<file path="config.mk">
export PLATFORM = sky130hd
export DESIGN_NAME = memory_stage
export DESIGN_NICKNAME = d
export VERILOG_FILES = /design/src/rtl/memory_stage_pkg.sv /design/src/rtl/memory_stage_load_align.sv /design/src/rtl/memory_stage.sv
export SDC_FILE = /design/constraint.sdc
export NUM_CORES = 1
export LEC_CHECK = 0
export CAP_MARGIN = 20
export CORE_MARGIN = 3
export CORE_UTILIZATION = 41
export CTS_BUF_LIST = sky130_fd_sc_hd__clkbuf_8
export DETAILED_ROUTE_END_ITERATION = 12
export PLACE_DENSITY_LB_ADDON = 0.2
export SYNTH_ARGS = -nofsm -noshare
export SYNTH_HDL_FRONTEND = slang
export SYNTH_SLANG_ARGS = --single-unit
</file>
<file path="constraint.sdc">
create_clock -name clk -period 5.2 [get_ports clk]
set_input_delay 0.78 -clock clk [delete_from_list [all_inputs] [get_ports clk]]
set_output_delay 0.78 -clock clk [all_outputs]
set_load 0.05 [all_outputs]
</file>
<file path="src/rtl/memory_stage_pkg.sv">
// Shared types for the MEM stage: EX->MEM and MEM->WB bundles, load opcodes.
// MEM_UNALIGNED_LOAD_EN adds the rt_value field used by LWL/LWR merging.
package memory_stage_pkg;

  localparam int CANCEL_W_DEF = 2;

  typedef enum logic [2:0] {
    LD_LB  = 3'd0,
    LD_LBU = 3'd1,
    LD_LH  = 3'd2,
    LD_LHU = 3'd3,
    LD_LW  = 3'd4,
    LD_LWL = 3'd5,
    LD_LWR = 3'd6
  } ld_op_t;

  typedef struct packed {
    logic       ex;
    logic [4:0] code;
  } exc_t;

  typedef struct packed {
    logic [31:0] pc;
    logic [4:0]  dest;
    logic        rf_we;
    logic [31:0] result;
    logic        mem_req;
    logic        is_load;
    ld_op_t      ld_op;
    logic [2:0]  c0_op;
    logic [1:0]  tlb_op;
    logic [4:0]  cache_op;
    logic [31:0] phy_addr;
    exc_t        exception;
`ifdef MEM_UNALIGNED_LOAD_EN
    logic [31:0] rt_value;
`endif
  } es_to_ms_bus_t;

  typedef struct packed {
    logic [31:0] pc;
    logic [4:0]  dest;
    logic [3:0]  rf_we;
    logic [31:0] result;
    logic [2:0]  c0_op;
    logic [1:0]  tlb_op;
    logic [4:0]  cache_op;
    logic [31:0] phy_addr;
    exc_t        exception;
  } ms_to_ws_bus_t;

endpackage

</file>
<file path="src/rtl/memory_stage_load_align.sv">
// Combinational load lane select and sign/zero extension.
// MEM_UNALIGNED_LOAD_EN enables LWL/LWR merging with the old rt value.
module load_align
  import memory_stage_pkg::*;
(
  input  ld_op_t      ld_op_i,
  input  logic [1:0]  addr_i,
  input  logic [31:0] rdata_i,
`ifdef MEM_UNALIGNED_LOAD_EN
  input  logic [31:0] rt_value_i,
`endif
  output logic [31:0] value_o,
  output logic [3:0]  byte_we_o
);

  logic [7:0]  b;
  logic [15:0] h;

  assign b = rdata_i[8*addr_i +: 8];
  assign h = addr_i[1] ? rdata_i[31:16] : rdata_i[15:0];

`ifdef MEM_UNALIGNED_LOAD_EN
  logic [4:0] lsh;
  logic [4:0] rsh;

  // LWL fills bytes from the top down, LWR from the bottom up.
  assign lsh = {~addr_i, 3'b000};
  assign rsh = {addr_i, 3'b000};
`endif

  always_comb begin
    value_o   = rdata_i;
    byte_we_o = 4'hf;
    unique case (ld_op_i)
      LD_LB:  value_o = {{24{b[7]}}, b};
      LD_LBU: value_o = {24'h0, b};
      LD_LH:  value_o = {{16{h[15]}}, h};
      LD_LHU: value_o = {16'h0, h};
`ifdef MEM_UNALIGNED_LOAD_EN
      LD_LWL: begin
        value_o   = (rdata_i << lsh)
                  | (rt_value_i & ~(32'hffff_ffff << lsh));
        byte_we_o = 4'hf << ~addr_i;
      end
      LD_LWR: begin
        value_o   = (rdata_i >> rsh)
                  | (rt_value_i & ~(32'hffff_ffff >> rsh));
        byte_we_o = 4'hf >> addr_i;
      end
`endif
      default: value_o = rdata_i;
    endcase
  end

endmodule

</file>
<file path="src/rtl/memory_stage.sv">
// MEM stage: waits on data responses, aligns loads, drops cancelled responses.
// MEM_UNALIGNED_LOAD_EN enables LWL/LWR merge and per-byte write enables.
module memory_stage
  import memory_stage_pkg::*;
#(
  parameter int CANCEL_W = CANCEL_W_DEF
) (
  input  logic          clk,
  input  logic          reset,
  input  logic          es_to_valid,
  output logic          ms_allowin,
  input  es_to_ms_bus_t es_to_ms_bus,
  input  logic          es_req_inflight,
  output logic          ms_to_valid,
  input  logic          ws_allowin,
  output ms_to_ws_bus_t ms_to_ws_bus,
  input  logic          pipeline_flush,
  input  logic          data_ok,
  input  logic [31:0]   data_rdata,
  output logic [4:0]    ms_dest,
  output logic [31:0]   ms_result,
  output logic          ms_load_stall
);

  localparam logic [CANCEL_W:0] CNT_MAX =
    (CANCEL_W+1)'((1 << CANCEL_W) - 1);

  logic                ms_valid_q, ms_valid_d;
  es_to_ms_bus_t       bus_q, bus_d;
  logic                buf_valid_q, buf_valid_d;
  logic [31:0]         data_buf_q, data_buf_d;
  logic [CANCEL_W-1:0] cancel_cnt_q, cancel_cnt_d;

  logic        need_resp, resp_now, ready_go, leave;
  logic        load_res, drop_cur, cnt_dec;
  logic [31:0] rdata_sel, load_val, final_res;
  logic [3:0]  byte_we;
  logic [CANCEL_W:0] cnt_inc, cnt_sum;

  assign need_resp  = bus_q.mem_req & ~bus_q.exception.ex;
  assign resp_now   = data_ok & (cancel_cnt_q == '0);
  assign ready_go   = ~need_resp | buf_valid_q | resp_now;
  assign ms_to_valid = ms_valid_q & ready_go;
  assign leave      = ms_to_valid & ws_allowin;
  assign ms_allowin = ~ms_valid_q | (ready_go & ws_allowin);

  // Buffered data wins; otherwise the live response passes straight through.
  assign rdata_sel = buf_valid_q ? data_buf_q : data_rdata;

  load_align u_align (
    .ld_op_i    (bus_q.ld_op),
    .addr_i     (bus_q.result[1:0]),
    .rdata_i    (rdata_sel),
`ifdef MEM_UNALIGNED_LOAD_EN
    .rt_value_i (bus_q.rt_value),
`endif
    .value_o    (load_val),
    .byte_we_o  (byte_we)
  );

  assign load_res  = bus_q.is_load & need_resp;
  assign final_res = load_res ? load_val : bus_q.result;

  assign drop_cur = ms_valid_q & need_resp & ~buf_valid_q & ~data_ok;
  assign cnt_dec  = data_ok & (cancel_cnt_q != '0);
  assign cnt_inc  = pipeline_flush
                  ? (CANCEL_W+1)'(drop_cur) + (CANCEL_W+1)'(es_req_inflight)
                  : '0;
  assign cnt_sum  = {1'b0, cancel_cnt_q} + cnt_inc
                  - (CANCEL_W+1)'(cnt_dec);

  always_comb begin
    ms_valid_d   = ms_valid_q;
    bus_d        = bus_q;
    buf_valid_d  = buf_valid_q;
    data_buf_d   = data_buf_q;
    cancel_cnt_d = (cnt_sum > CNT_MAX) ? CNT_MAX[CANCEL_W-1:0]
                                       : cnt_sum[CANCEL_W-1:0];
    if (pipeline_flush) ms_valid_d = 1'b0;
    else if (ms_allowin) ms_valid_d = es_to_valid;
    if (es_to_valid & ms_allowin) bus_d = es_to_ms_bus;
    if (pipeline_flush | leave) begin
      buf_valid_d = 1'b0;
    end else if (ms_valid_q & need_resp & ~buf_valid_q & resp_now) begin
      buf_valid_d = 1'b1;
      data_buf_d  = data_rdata;
    end
  end

  always_ff @(posedge clk or posedge reset) begin
    if (reset) begin
      ms_valid_q   <= 1'b0;
      bus_q        <= '0;
      buf_valid_q  <= 1'b0;
      data_buf_q   <= '0;
      cancel_cnt_q <= '0;
    end else begin
      ms_valid_q   <= ms_valid_d;
      bus_q        <= bus_d;
      buf_valid_q  <= buf_valid_d;
      data_buf_q   <= data_buf_d;
      cancel_cnt_q <= cancel_cnt_d;
    end
  end

  cancel_no_sat: assert property (
    @(posedge clk) disable iff (reset) cnt_sum <= CNT_MAX
  );

  assign ms_to_ws_bus.pc        = bus_q.pc;
  assign ms_to_ws_bus.dest      = bus_q.dest;
  assign ms_to_ws_bus.rf_we     = ~bus_q.rf_we ? 4'h0
                                : (load_res ? byte_we : 4'hf);
  assign ms_to_ws_bus.result    = final_res;
  assign ms_to_ws_bus.c0_op     = bus_q.c0_op;
  assign ms_to_ws_bus.tlb_op    = bus_q.tlb_op;
  assign ms_to_ws_bus.cache_op  = bus_q.cache_op;
  assign ms_to_ws_bus.phy_addr  = bus_q.phy_addr;
  assign ms_to_ws_bus.exception = bus_q.exception;

  assign ms_dest       = (ms_valid_q & bus_q.rf_we) ? bus_q.dest : 5'd0;
  assign ms_result     = final_res;
  assign ms_load_stall = ms_valid_q & bus_q.is_load & ~ready_go;

endmodule

</file>
Yosys cells after proc, flatten, opt, wreduce, memory -nomap -nowiden
Index checks and enable logic that the tools add are counted.

word-level totals
  bits of input ports = 162
  register bits = 159
  logic and storage cells = 69

operators by class
  add/sub/neg operators = 3
  $lt $le $gt $ge = 1
  muxes and demuxes = 12
  reductions and logical operators = 6
  equal/unequal tests = 3
  shift operators = 1
  bitwise operators = 26

operators with widths
  cell                                                                   count
  32-bit one-hot mux with 4 select lines                                 1
  32-bit 2-to-1 mux                                                      2
  32-bit by 6-bit indexed part select with 8-bit output                  1
  16-bit 2-to-1 mux                                                      1
  1-bit AND                                                              15
  1-bit inverter                                                         7
  3-bit by 2-bit equality test with 1-bit output, second input constant  2
  2-bit nonzero test                                                     3
  5-bit 2-to-1 mux                                                       1
  1-bit 2-to-1 mux                                                       4
  2-bit 2-to-1 mux                                                       2
  4-bit 2-to-1 mux                                                       1
  1-bit OR                                                               4
  2-bit by 2-bit adder with 3-bit output                                 1
  3-bit by 1-bit equality test with 1-bit output, second input constant  1
  3-bit by 2-bit > comparator with 1-bit output, second input constant   1
  3-bit logical NOT                                                      1
  3-bit by 1-bit subtractor with 3-bit output                            1
  1-bit by 1-bit adder with 2-bit output                                 1
  2-bit logical NOT                                                      1
  2-bit AND reduction                                                    1

Depth between registers and ports, before layout
Gate-level depths: netlist (run 1).

  depth after elaboration = 11
  gate-level depth with buffers = 12
  mapped depth without buffers = 11

Modules after synthesis
From an unflattened synthesis (run 1), not the netlist that was laid out.

second synthesis, totals
  cell total of the unflattened synthesis = 665
  area total of the unflattened synthesis = 8572.0 um^2

modules (own cells, without submodules)
  module        times used  sequential area each (um^2)  area each (um^2)  cells an instance
  memory_stage  1           3978.8                       7810.0            564
  load_align    1           0.0                          762.0             101

Worst setup path after synthesis (run 1)
No wires, ideal clock.

  path kind = flip-flop to output port
  start = reg buf_valid_q
  end = out ms_to_ws_bus[49] (netlist bit)
  path buffers = 3
  setup slack = 1.542 ns
  arrival time = 2.878 ns
  cell stages (with the launch flop) = 8
  path through = dfrtp_1 > buf_4 > buf_1 > mux2i_1 > nand2_1 > a21oi_1 > o31ai_1 > buf_4

between the ends
  longest elaborated chain between the ends = 4
  elaborated cells on any way between the ends = 5
  classes of those cells = shift: 1; mux: 4

ends and longest elaborated chain
  element                                                                                     RTL line                                                      source
  start: declaration                                                                          memory_stage.sv:30                                            logic buf_valid_q, buf_valid_d;
  start signal: assignment                                                                    memory_stage.sv:100                                           buf_valid_q <= buf_valid_d;
  32-bit 2-to-1 mux *                                                                         memory_stage.sv:48                                            assign rdata_sel = buf_valid_q ? data_buf_q : data_rdata;
  32-bit by 6-bit indexed part select with 8-bit output or 16-bit 2-to-1 mux (tied branches)  memory_stage_load_align.sv:19, memory_stage_load_align.sv:20
  32-bit one-hot mux with 4 select lines *                                                    memory_stage_load_align.sv:34                                 unique case (ld_op_i)
  32-bit 2-to-1 mux *                                                                         memory_stage.sv:62                                            assign final_res = load_res ? load_val : bus_q.result;
  end: declaration                                                                            memory_stage.sv:16                                            output ms_to_ws_bus_t ms_to_ws_bus,

Mark *: on every way between the ends. The rest lies on a longest branch, timed or not.

Worst setup path after layout (run 1)
  start = in data_rdata[23]
  end = out ms_result[18]

between the ends
  longest elaborated chain between the ends = 4

ends and longest elaborated chain
  element                                                RTL line                       source
  start: declaration                                     memory_stage.sv:19             input logic [31:0] data_rdata,
  32-bit 2-to-1 mux                                      memory_stage.sv:48
  32-bit by 6-bit indexed part select with 8-bit output  memory_stage_load_align.sv:19  assign b = rdata_i[8*addr_i +: 8];
  32-bit one-hot mux with 4 select lines                 memory_stage_load_align.sv:34
  32-bit 2-to-1 mux                                      memory_stage.sv:62
  end: declaration                                       memory_stage.sv:21             output logic [31:0] ms_result,

Every way passes these cells.

==> impl_metrics.json, run 1 <==
{
  "cts_num_sinks": 159,
  "hold_violations": 0,
  "worst_ep_arrival_time_ns": 3.73,
  "worst_setup_path_start_kind": "input port",
  "final_layout_size_suffix_gt1_share_pct": 23.1,
  "ys_dominant_reg_cell": "dfrtp_1",
  "avgSynthCellArea_um2": 11.9,
  "worstPathRequired_ns": 4.42,
  "routed_wl_um": 22500,
  "setup_crit_end_kind": "output pin",
  "final_nets": 1051,
  "syn_area_mm2": 0.00823,
  "hold_path.class": "reg2reg",
  "maxSlewHeadroom_pct": 28.5,
  "floorplan.initialDensity_pct": 42.0,
  "drtIter0Drc": 401,
  "synth.cells.most_frequent": "159 x dfrtp_1, 159 x mux2_2, 125 x buf_4",
  "max_clock_buf_depth": 2,
  "skew_ns": 0.0100,
  "cap_violations": 0,
  "area_growth_syn_to_layout_pct": 35.8,
  "cts_tree": "done",
  "synth-edff-count": 0,
  "clk_latency_ns": 0.46,
  "number_of_setup_violations_in_the_final_report": 0,
  "port-buffer-count": 322,
  "viasPerCell": 5.02,
  "max_freq_mhz": 222,
  "die_area_mm2": 0.0218,
  "crit_type": "in2out",
  "drt_first_pass_iters": 4,
  "drc": 0,
  "placement_rows": 51,
  "p_total_mw": 4.26,
  "post_cts_resize_count": 0,
  "insertedDiodeCount": 0,
  "antenna_found_initial": 2,
  "synth.largest_area_cell": "dfrtp_1",
  "dpl_worst_slack_ns": 0.697,
  "core_area_mm2": 0.0196,
  "synthesis.instances": 693,
  "final.setup.tns_ns": 0,
  "synthesis.nets": 860,
  "cts_post_setup_buffers_inserted": 0,
  "grt_pass1_wl_um": 35700,
  "detail-route-antenna-nets": 0,
  "finalWeightedCongestion": 0.780,
  "groute.usage.overall_pct": 20.9,
  "clk_pin_slew_worst_paths_ns": 0.10,
  "clk_root_buffer_cell": "clkbuf_8",
  "largest_net_degree_at_the_start_of_global_routing": 102,
  "yosys.area.top_type_share_pct": 48.3,
  "dp_hpwl_um": 17000,
  "grt-ovfl-total": 0,
  "fp.dieH_um": 148,
  "yosys_warnings": 0,
  "power_density_mw_per_mm2": 381,
  "ctsHoldBuffers": 0,
  "cts_made_buffers": 17,
  "io_pins": 323,
  "synth_sequential_area_ratio_pct": 48.3,
  "overall_via_count_from_detail_route": 5835,
  "synth.lib_cells_used.distinct": 41,
  "power.static_leakage_nw": 4.58,
  "maxSlewViolCount": 0,
  "number_of_global_route_vias_before_repair": 6335,
  "setup_ws_ns": 0.690,
  "ys_async_sr_fraction_pct": 100,
  "max_slew.worst_pin.slew_ns": 1.07,
  "min_period_ns": 4.51,
  "cts.htree.levels": 4,
  "synth_top_area_cells": "dfrtp_1 48%, mux2_2 22%, buf_4 11%",
  "vdd_drop_max_mv": 0.229,
  "fp.dieW_um": 148,
  "rsz0062_at_grt": "false",
  "ys_seq_elements": 159,
  "timing.critical_path.fanout_max": 16,
  "detail_route.wl_per_cell_um": 19.4,
  "run_status": "complete, no violations",
  "finalCritPeriodShare_pct": 86.7
}
cell families after synthesis:
logic type                 after synthesis  share of synthesized area [%]
AOI/OAI and AO/OA                       72                           6.02
xor gates and xnor gates                 1                          0.106
adders and majority gates                5                          0.851
buffers and inverters                  166                           13.6
DFF                                    159                           48.3
muxes                                  189                           25.6
and+or+nand+nor                        101                           5.55
placed cells by master (no fill, tap or decap), types with 8 or more instances in the layout:
master,instances
nand2_1,42
a21oi_1,14
o21ai_0,10
a31oi_1,8
mux2i_1,28
nor2_1,32
clkdlybuf4s50_1,322
clkbuf_8,17
a22oi_1,17
dfrtp_1,158
mux2_2,159
stage by stage:
stage               std cells  area [um2]  utilization (%)  hold WS (ns)
floorplan                 693        8230                -         0.458
global placement         1130       10800             55.1         0.468
detailed placement       1130       10800             55.1         0.480
CTS                      1162       11200             57.0         0.503
global route             1162       11200             57.0         0.525
finish                   1162       11200             57.0         0.501
worst max-delay path, stage by stage:
cell	delay (ns)
clkdlybuf4s50_1	0.49
mux2i_1	0.14
mux4_2	0.49
or4_1	0.78
nand2_1	0.22
clkdlybuf4s50_1	0.82
cell type report:
cell class	instances	area, um2
Inverter	8	35.0
Clock inverter	15	141
Timing Repair Buffer	330	3300
Tap cell	265	332
Sequential cell	159	3980
Multi-Input combinational cell	368	3160
Clock buffer	17	234
Fill cell	1676	8420
per-layer routing:
metal,track usage [%],vias to the layer above,wire (um),share of wire [%]
li1,-,2680,-,-
met1,24.8,2877,8780,39
met2,36.3,249,11500,51
met3,6.56,25,1900,8.5
met4,6.52,4,318,1.4
met5,0,-,27,0.12
flip-flops by register name, indices dropped and copies added, names as in the netlist:
signal	flops
cancel_cnt_q	2
ms_to_ws_bus	85
ms_valid_q	1
bus_q	38
buf_valid_q	1
data_buf_q	32
report_power, final:
group / switching, mW / internal (mW) / total, mW
logic: 1.15 / 0.695 / 1.84
clock network: 0.538 / 0.356 / 0.895
registers: 0.116 / 1.41 / 1.52
total: 1.80 / 2.46 / 4.26
worst paths after layout:
path                                 from                 to  slack (ns)  cells past startpoint
setup / recovery           data_rdata[23]      ms_result[18]        0.69                      6
hold / removal             data_buf_q[26]     data_buf_q[26]        0.50                      1
setup reg to reg              buf_valid_q     data_buf_q[13]        2.55                      4
hold reg to reg            data_buf_q[26]     data_buf_q[26]        0.50                      1
max in group asynchronous           reset  ms_to_ws_bus[114]        3.30                      3
min in group asynchronous           reset   ms_to_ws_bus[21]        0.91                      2
No activity file was read; power rests on OpenSTA's default activity.
==> run 2: changes to the inputs <==
--- a/config.mk
+++ b/config.mk
@@ -7,10 +7,12 @@
 export LEC_CHECK = 0
 export CAP_MARGIN = 20
 export CORE_MARGIN = 3
-export CORE_UTILIZATION = 41
+export CORE_UTILIZATION = 42
 export CTS_BUF_LIST = sky130_fd_sc_hd__clkbuf_8
 export DETAILED_ROUTE_END_ITERATION = 12
 export PLACE_DENSITY_LB_ADDON = 0.2
+export SETUP_SLACK_MARGIN = 0.15
 export SYNTH_ARGS = -nofsm -noshare
 export SYNTH_HDL_FRONTEND = slang
+export SYNTH_HIERARCHICAL = 1
 export SYNTH_SLANG_ARGS = --single-unit
==> run 2 against run 1 <==
Flip-flop and latch count unchanged. Synthesized cell count down 4.0%. Critical path depth unchanged. Highest routed layer unchanged. Via count down 2.4%.
==> impl_metrics.json, run 2 <==
{
  "cts_num_sinks": 159,
  "top_cell_family_by_delay_on_the_critical_path": "multiplexers",
  "synth_top_area_cells": "dfrtp_1 46%, mux2_2 20%, buf_4 11%",
  "drt_first_pass_iters": 4,
  "post-route-util_pct": 58.4,
  "viasPerCell": 5.00,
  "fillCellCount": 1656,
  "post_synth_and_or_nand_nor_area_fraction_pct": 3.69,
  "synth-compound-area-share_pct": 4.69,
  "synthesis.instances": 665,
  "p_total_mw": 4.63,
  "dp_hpwl_um": 16600,
  "number_of_setup_violations_in_the_final_report": 0,
  "skew_ns": 0.0107,
  "port-buffer-count": 322,
  "avgSynthCellArea_um2": 12.9,
  "worst_ep_arrival_time_ns": 3.78,
  "grt_util_met3_pct": 6.11,
  "synth.largest_area_cell": "dfrtp_1",
  "groute.usage.overall_pct": 20.1,
  "detail_route.wl_per_cell_um": 19.6,
  "yosys_warnings": 6,
  "max_slew.worst_pin.slew_ns": 0.941,
  "clk_latency_ns": 0.45,
  "critical_path.most_common_cell": "mux2_2",
  "ctsHoldBuffers": 0,
  "power_density_mw_per_mm2": 401,
  "final_layout_size_suffix_gt1_share_pct": 23.1,
  "maxSlewViolCount": 0,
  "max_clock_buf_depth": 2,
  "antenna_found_initial": 2,
  "power.static_leakage_nw": 4.82,
  "post_cts_resize_count": 0,
  "drtIter0Drc": 269,
  "synth_top_family_by_area": "multiplexers",
  "clk_root_buffer_cell": "clkbuf_8",
  "syn_area_mm2": 0.00857,
  "synth.cells.most_frequent": "159 x dfrtp_1, 150 x mux2_2, 122 x buf_4",
  "cts_post_setup_buffers_inserted": 0,
  "net_switching_fraction_of_the_power_pct": 40.9,
  "comb_power_share_pct": 44.5,
  "setup_ws_ns": 0.640,
  "met1_track_demand_over_resource_pct": 25.8,
  "fp.dieH_um": 149,
  "rsz0062_at_grt": "false",
  "cap_violations": 0,
  "internal-power_mw": 2.74,
  "routed_wl_um": 22300,
  "synth.most_common_cell": "dfrtp_1",
  "placement_rows": 51,
  "final_nets": 1027,
  "number_of_global_route_vias_before_repair": 6123,
  "multiplexer_fraction_of_the_synthesized_cell_area_pct": 30.6,
  "min_period_ns": 4.56,
  "dpl_worst_slack_ns": 0.872,
  "synth_adder_area_share_pct": 0.817,
  "clk_pin_slew_worst_paths_ns": 0.09,
  "layout_commonest_cell": "clkdlybuf4s50_1",
  "worst_hold_slack_ns": 0.492,
  "core_area_mm2": 0.0198,
  "die_area_mm2": 0.0222,
  "multi_input_comb_area_mm2": 0.00344,
  "overall_via_count_from_detail_route": 5694,
  "timing.critical_path.slowest_stage_cell": "dfrtp_1",
  "finalCritPeriodShare_pct": 87.7,
  "area_growth_syn_to_layout_pct": 34.7,
  "clock_power_share_pct": 22.2,
  "crit_type": "reg2out",
  "worstPathRequired_ns": 4.42,
  "grt_use_met2_pct": 33.3,
  "largest_net_degree_at_the_start_of_global_routing": 119,
  "path_buf_inv": 1,
  "final.setup.tns_ns": 0,
  "max_stage_delay_ns": 0.85,
  "run_status": "complete, no violations",
  "timing.critical_path.fanout_max": 19,
  "setup_crit_end_kind": "output pin",
  "drc": 0,
  "ys_seq_elements": 159,
  "largest_register_ffs": 85,
  "yosys.area.top_type_share_pct": 46.4,
  "global_route.peak_usage_layer": "met2",
  "grt_pass1_wl_um": 34600,
  "cts.htree.levels": 4,
  "ys_async_sr_fraction_pct": 100,
  "hold_path.class": "reg2reg",
  "relative_contribution_of_sequential_cells_to_total_power_pct": 33.3,
  "cts_tree": "done",
  "ys_dominant_reg_cell": "dfrtp_1",
  "synth_sequential_area_ratio_pct": 46.4,
  "io_pins": 323,
  "synth_xor_area_share_pct": 0.102,
  "detail-route-antenna-nets": 0,
  "finalWeightedCongestion": 0.809,
  "net-switching-power_mw": 1.89,
  "synth-edff-count": 0,
  "fp.dieW_um": 149,
  "crit_path_cell_trace": "mux2_2 > mux4_2 > nor3b_4 > a221o_1 > mux2_2 > clkdlybuf4s50_1",
  "final-seq-area_mm2": 0.00398,
  "worst_setup_path_start_kind": "flop",
  "vdd_drop_max_mv": 0.276,
  "floorplan.initialDensity_pct": 43.3,
  "hold_violations": 0,
  "max_freq_mhz": 219,
  "cts_made_buffers": 17,
  "grt-ovfl-total": 0,
  "maxSlewHeadroom_pct": 37.1,
  "synth.lib_cells_used.distinct": 45,
  "layout.cells.most_common_list": "322 x clkdlybuf4s50_1, 159 x dfrtp_1, 150 x mux2_2"
}
-- run 2: metrics by stage --
| stage | area [um2] | cells |
|---|---|---|
| after floorplan | 8590 | 668 |
| after global placement | 11100 | 1105 |
| after detailed placement | 11100 | 1105 |
| after CTS | 11500 | 1136 |
| after global routing | 11500 | 1138 |
| final | 11500 | 1138 |
-- run 2: per-layer routing --
layer  up-vias  share of wire, %
met3        18               8.5
met1      2833                41
met2       225                49
met5         -             0.058
met4         2               1.1
li1       2616                 -
-- run 2: path summary, 6_finish.rpt --
| check | cells past startpoint | endpoint | startpoint | slack [ns] |
|---|---|---|---|---|
| min in group asynchronous | 2 | ms_to_ws_bus[19] | reset | 0.89 |
| min | 1 | bus_q[64] | bus_q[64] | 0.49 |
| max | 6 | ms_result[15] | buf_valid_q | 0.64 |
| max reg2reg | 11 | cancel_cnt_q[0] | buf_valid_q | 2.22 |
| min reg2reg | 1 | bus_q[64] | bus_q[64] | 0.49 |
| max in group asynchronous | 3 | cancel_cnt_q[0] | reset | 3.12 |
-- run 2: cell families after synthesis --
family / Yosys count
simple gates: 50
xor+xnor: 1
compound gates: 52
flops: 159
mux: 230
other cells: 1
fa+ha+maj: 5
buf+inv: 167
-- run 2: power groups by stage --
stage	clock [mW]	combinational, mW	sequential [mW]
after global routing	1.11	2.15	1.57
after CTS	1.06	2.07	1.55
after floorplan	0	1.64	1.51
after global placement	0	2.04	1.56
final	1.03	2.06	1.54
after detailed placement	0	2.06	1.57
-- run 2: area by class of cell --
type,count,share of cell area [%]
Sequential cell,159,34.5
Multi-Input combinational cell,342,29.8
Timing Repair Buffer,331,28.7
Tap cell,265,2.87
Clock buffer,17,2.03
Clock inverter,14,1.79
Inverter,9,0.325
Antenna cell,1,0.0217
==> run 3: changes to the inputs <==
--- a/config.mk
+++ b/config.mk
@@ -7,7 +7,7 @@
 export LEC_CHECK = 0
 export CAP_MARGIN = 20
 export CORE_MARGIN = 3
-export CORE_UTILIZATION = 42
+export CORE_UTILIZATION = 46
 export CTS_BUF_LIST = sky130_fd_sc_hd__clkbuf_8
 export DETAILED_ROUTE_END_ITERATION = 12
 export PLACE_DENSITY_LB_ADDON = 0.2
==> constraint.sdc (replaced) <==
create_clock -name clk -period 5 [get_ports clk]
set_input_delay 0.75 -clock clk [delete_from_list [all_inputs] [get_ports clk]]
set_output_delay 0.75 -clock clk [all_outputs]
set_load 0.05 [all_outputs]
==> run 3 against run 2 <==
Critical path depth stayed put. Clock-buffer cell count up 2. Global-route usage increased by 1.5 points. Die area decreased by 8.3%. Total power increased by 3.3%. Final area decreased by 0.31%. Worst hold slack worse by 0.0018 ns. Largest cell class unchanged.
==> impl_metrics.json, run 3 (synthesis results as in run 2) <==
{
  "cts_post_setup_buffers_inserted": 0,
  "drtIter0Drc": 283,
  "number_of_global_route_vias_before_repair": 6147,
  "power_density_mw_per_mm2": 416,
  "critical_path.most_common_cell": "mux2_2",
  "cts.htree.levels": 4,
  "layout_commonest_cell": "clkdlybuf4s50_1",
  "clk_root_buffer_cell": "clkbuf_8",
  "ctsHoldBuffers": 0,
  "final_layout_size_suffix_gt1_share_pct": 23.0,
  "timing.critical_path.fanout_max": 20,
  "min_period_ns": 4.61,
  "dpl_worst_slack_ns": 0.738,
  "max_stage_delay_ns": 0.90,
  "layout.cells.most_common_list": "322 x clkdlybuf4s50_1, 159 x dfrtp_1, 150 x mux2_2",
  "setup_ws_ns": 0.392,
  "crit_type": "reg2out",
  "groute.usage.overall_pct": 21.5,
  "maxSlewViolCount": 0,
  "area_growth_syn_to_layout_pct": 34.2,
  "antenna_found_initial": 1,
  "clk_pin_slew_worst_paths_ns": 0.08,
  "multi_input_comb_area_mm2": 0.00345,
  "crit_path_cell_trace": "mux2_2 > mux4_2 > nor3b_4 > a221o_1 > mux2_2 > clkdlybuf4s50_1",
  "cts_num_sinks": 159,
  "final_nets": 1027,
  "hold_violations": 0,
  "dp_hpwl_um": 16600,
  "hold_path.class": "reg2reg",
  "timing.critical_path.slowest_stage_cell": "dfrtp_1",
  "setup_crit_end_kind": "output pin",
  "final.setup.tns_ns": 0,
  "skew_ns": 0.00947,
  "placement_rows": 49,
  "overall_via_count_from_detail_route": 5700,
  "cts_tree": "done",
  "max_slew.worst_pin.slew_ns": 0.904,
  "detail_route.wl_per_cell_um": 20.0,
  "worst_setup_path_start_kind": "flop",
  "viasPerCell": 5.18,
  "grt-ovfl-total": 0,
  "run_status": "complete, no violations",
  "vdd_drop_max_mv": 0.293,
  "clk_latency_ns": 0.44,
  "cts_made_buffers": 17,
  "finalCritPeriodShare_pct": 92.2,
  "detail-route-antenna-nets": 0,
  "routed_wl_um": 22000,
  "port-buffer-count": 322,
  "finalWeightedCongestion": 0.830,
  "placed_cells_incl_taps": 1070,
  "max_freq_mhz": 217,
  "io_pins": 323,
  "largest_register_ffs": 85,
  "number_of_setup_violations_in_the_final_report": 0,
  "fillCellCount": 1422,
  "rsz0062_at_grt": "false",
  "post_cts_resize_count": 0,
  "die_area_mm2": 0.0203,
  "floorplan.initialDensity_pct": 47.2,
  "worstPathRequired_ns": 4.25,
  "max_clock_buf_depth": 2,
  "final-seq-area_mm2": 0.00398,
  "fp.dieH_um": 143,
  "grt_pass1_wl_um": 34100,
  "count_of_non_filler_cells_in_the_finished_layout": 1101,
  "core_area_mm2": 0.0181,
  "drc": 0,
  "worst_ep_arrival_time_ns": 3.86,
  "power.static_leakage_nw": 4.82,
  "drt_first_pass_iters": 4,
  "fp.dieW_um": 143,
  "cap_violations": 0,
  "largest_net_degree_at_the_start_of_global_routing": 94,
  "maxSlewHeadroom_pct": 39.6
}
==> run 3: cell type report <==
type	count	share of cell area, %
clock buffer	19	2.27
sequential	159	34.6
clock inverter	11	1.44
tap	229	2.49
multi-input combinational	342	30.0
inverter	9	0.326
antenna	1	0.0217
timing repair buffer	331	28.9
==> run 3: per-stage QoR <==
stage               hold slack, ns  total power, mW  area [um2]  utilization [%]
global placement             0.470             3.75       11100             61.0
global route                 0.513             5.00       11500             63.4
CTS                          0.496             4.84       11500             63.4
floorplan                    0.457             3.27        8590                -
detailed placement           0.478             3.79       11100             61.0
finish                       0.491             4.78       11500             63.4
==> run 3: report_power, final <==
| part | switching [mW] | total [mW] | leakage (nW) | internal (mW) |
|---|---|---|---|---|
| clock | 0.471 | 1.03 | 0.211 | 0.563 |
| combinational | 1.33 | 2.16 | 2.68 | 0.827 |
| sequential | 0.123 | 1.60 | 1.93 | 1.47 |
==> run 3: critical path, delay by kind of cell (launching register included) <==
family / cells / cell delay (ns)
multiplexers: 3 / 1.25
AO/OA/AOI/OAI: 1 / 0.35
AND/OR/NAND/NOR: 1 / 0.20
buffers and inverters: 1 / 0.70
flip-flops: 1 / 0.90
==> run 3: path summary, 6_finish.rpt <==
check | depth (start not counted) | start | end | slack, ns
max reg2reg | 12 | buf_valid_q | cancel_cnt_q[0] | 1.68
max | 6 | buf_valid_q | ms_result[15] | 0.39
min in group asynchronous | 2 | reset | ms_to_ws_bus[44] | 0.68
max in group asynchronous | 3 | reset | ms_to_ws_bus[46] | 3.38
min reg2reg | 1 | bus_q[56] | bus_q[56] | 0.49
min | 1 | bus_q[56] | bus_q[56] | 0.49
==> run 3: routing by layer <==
metal	track usage, %	vias up	wire, um
met3	5.48	25	1540
met2	35.4	259	10700
li1	-	2610	-
met5	0	-	0
met4	6.65	0	342
met1	28.1	2806	9460
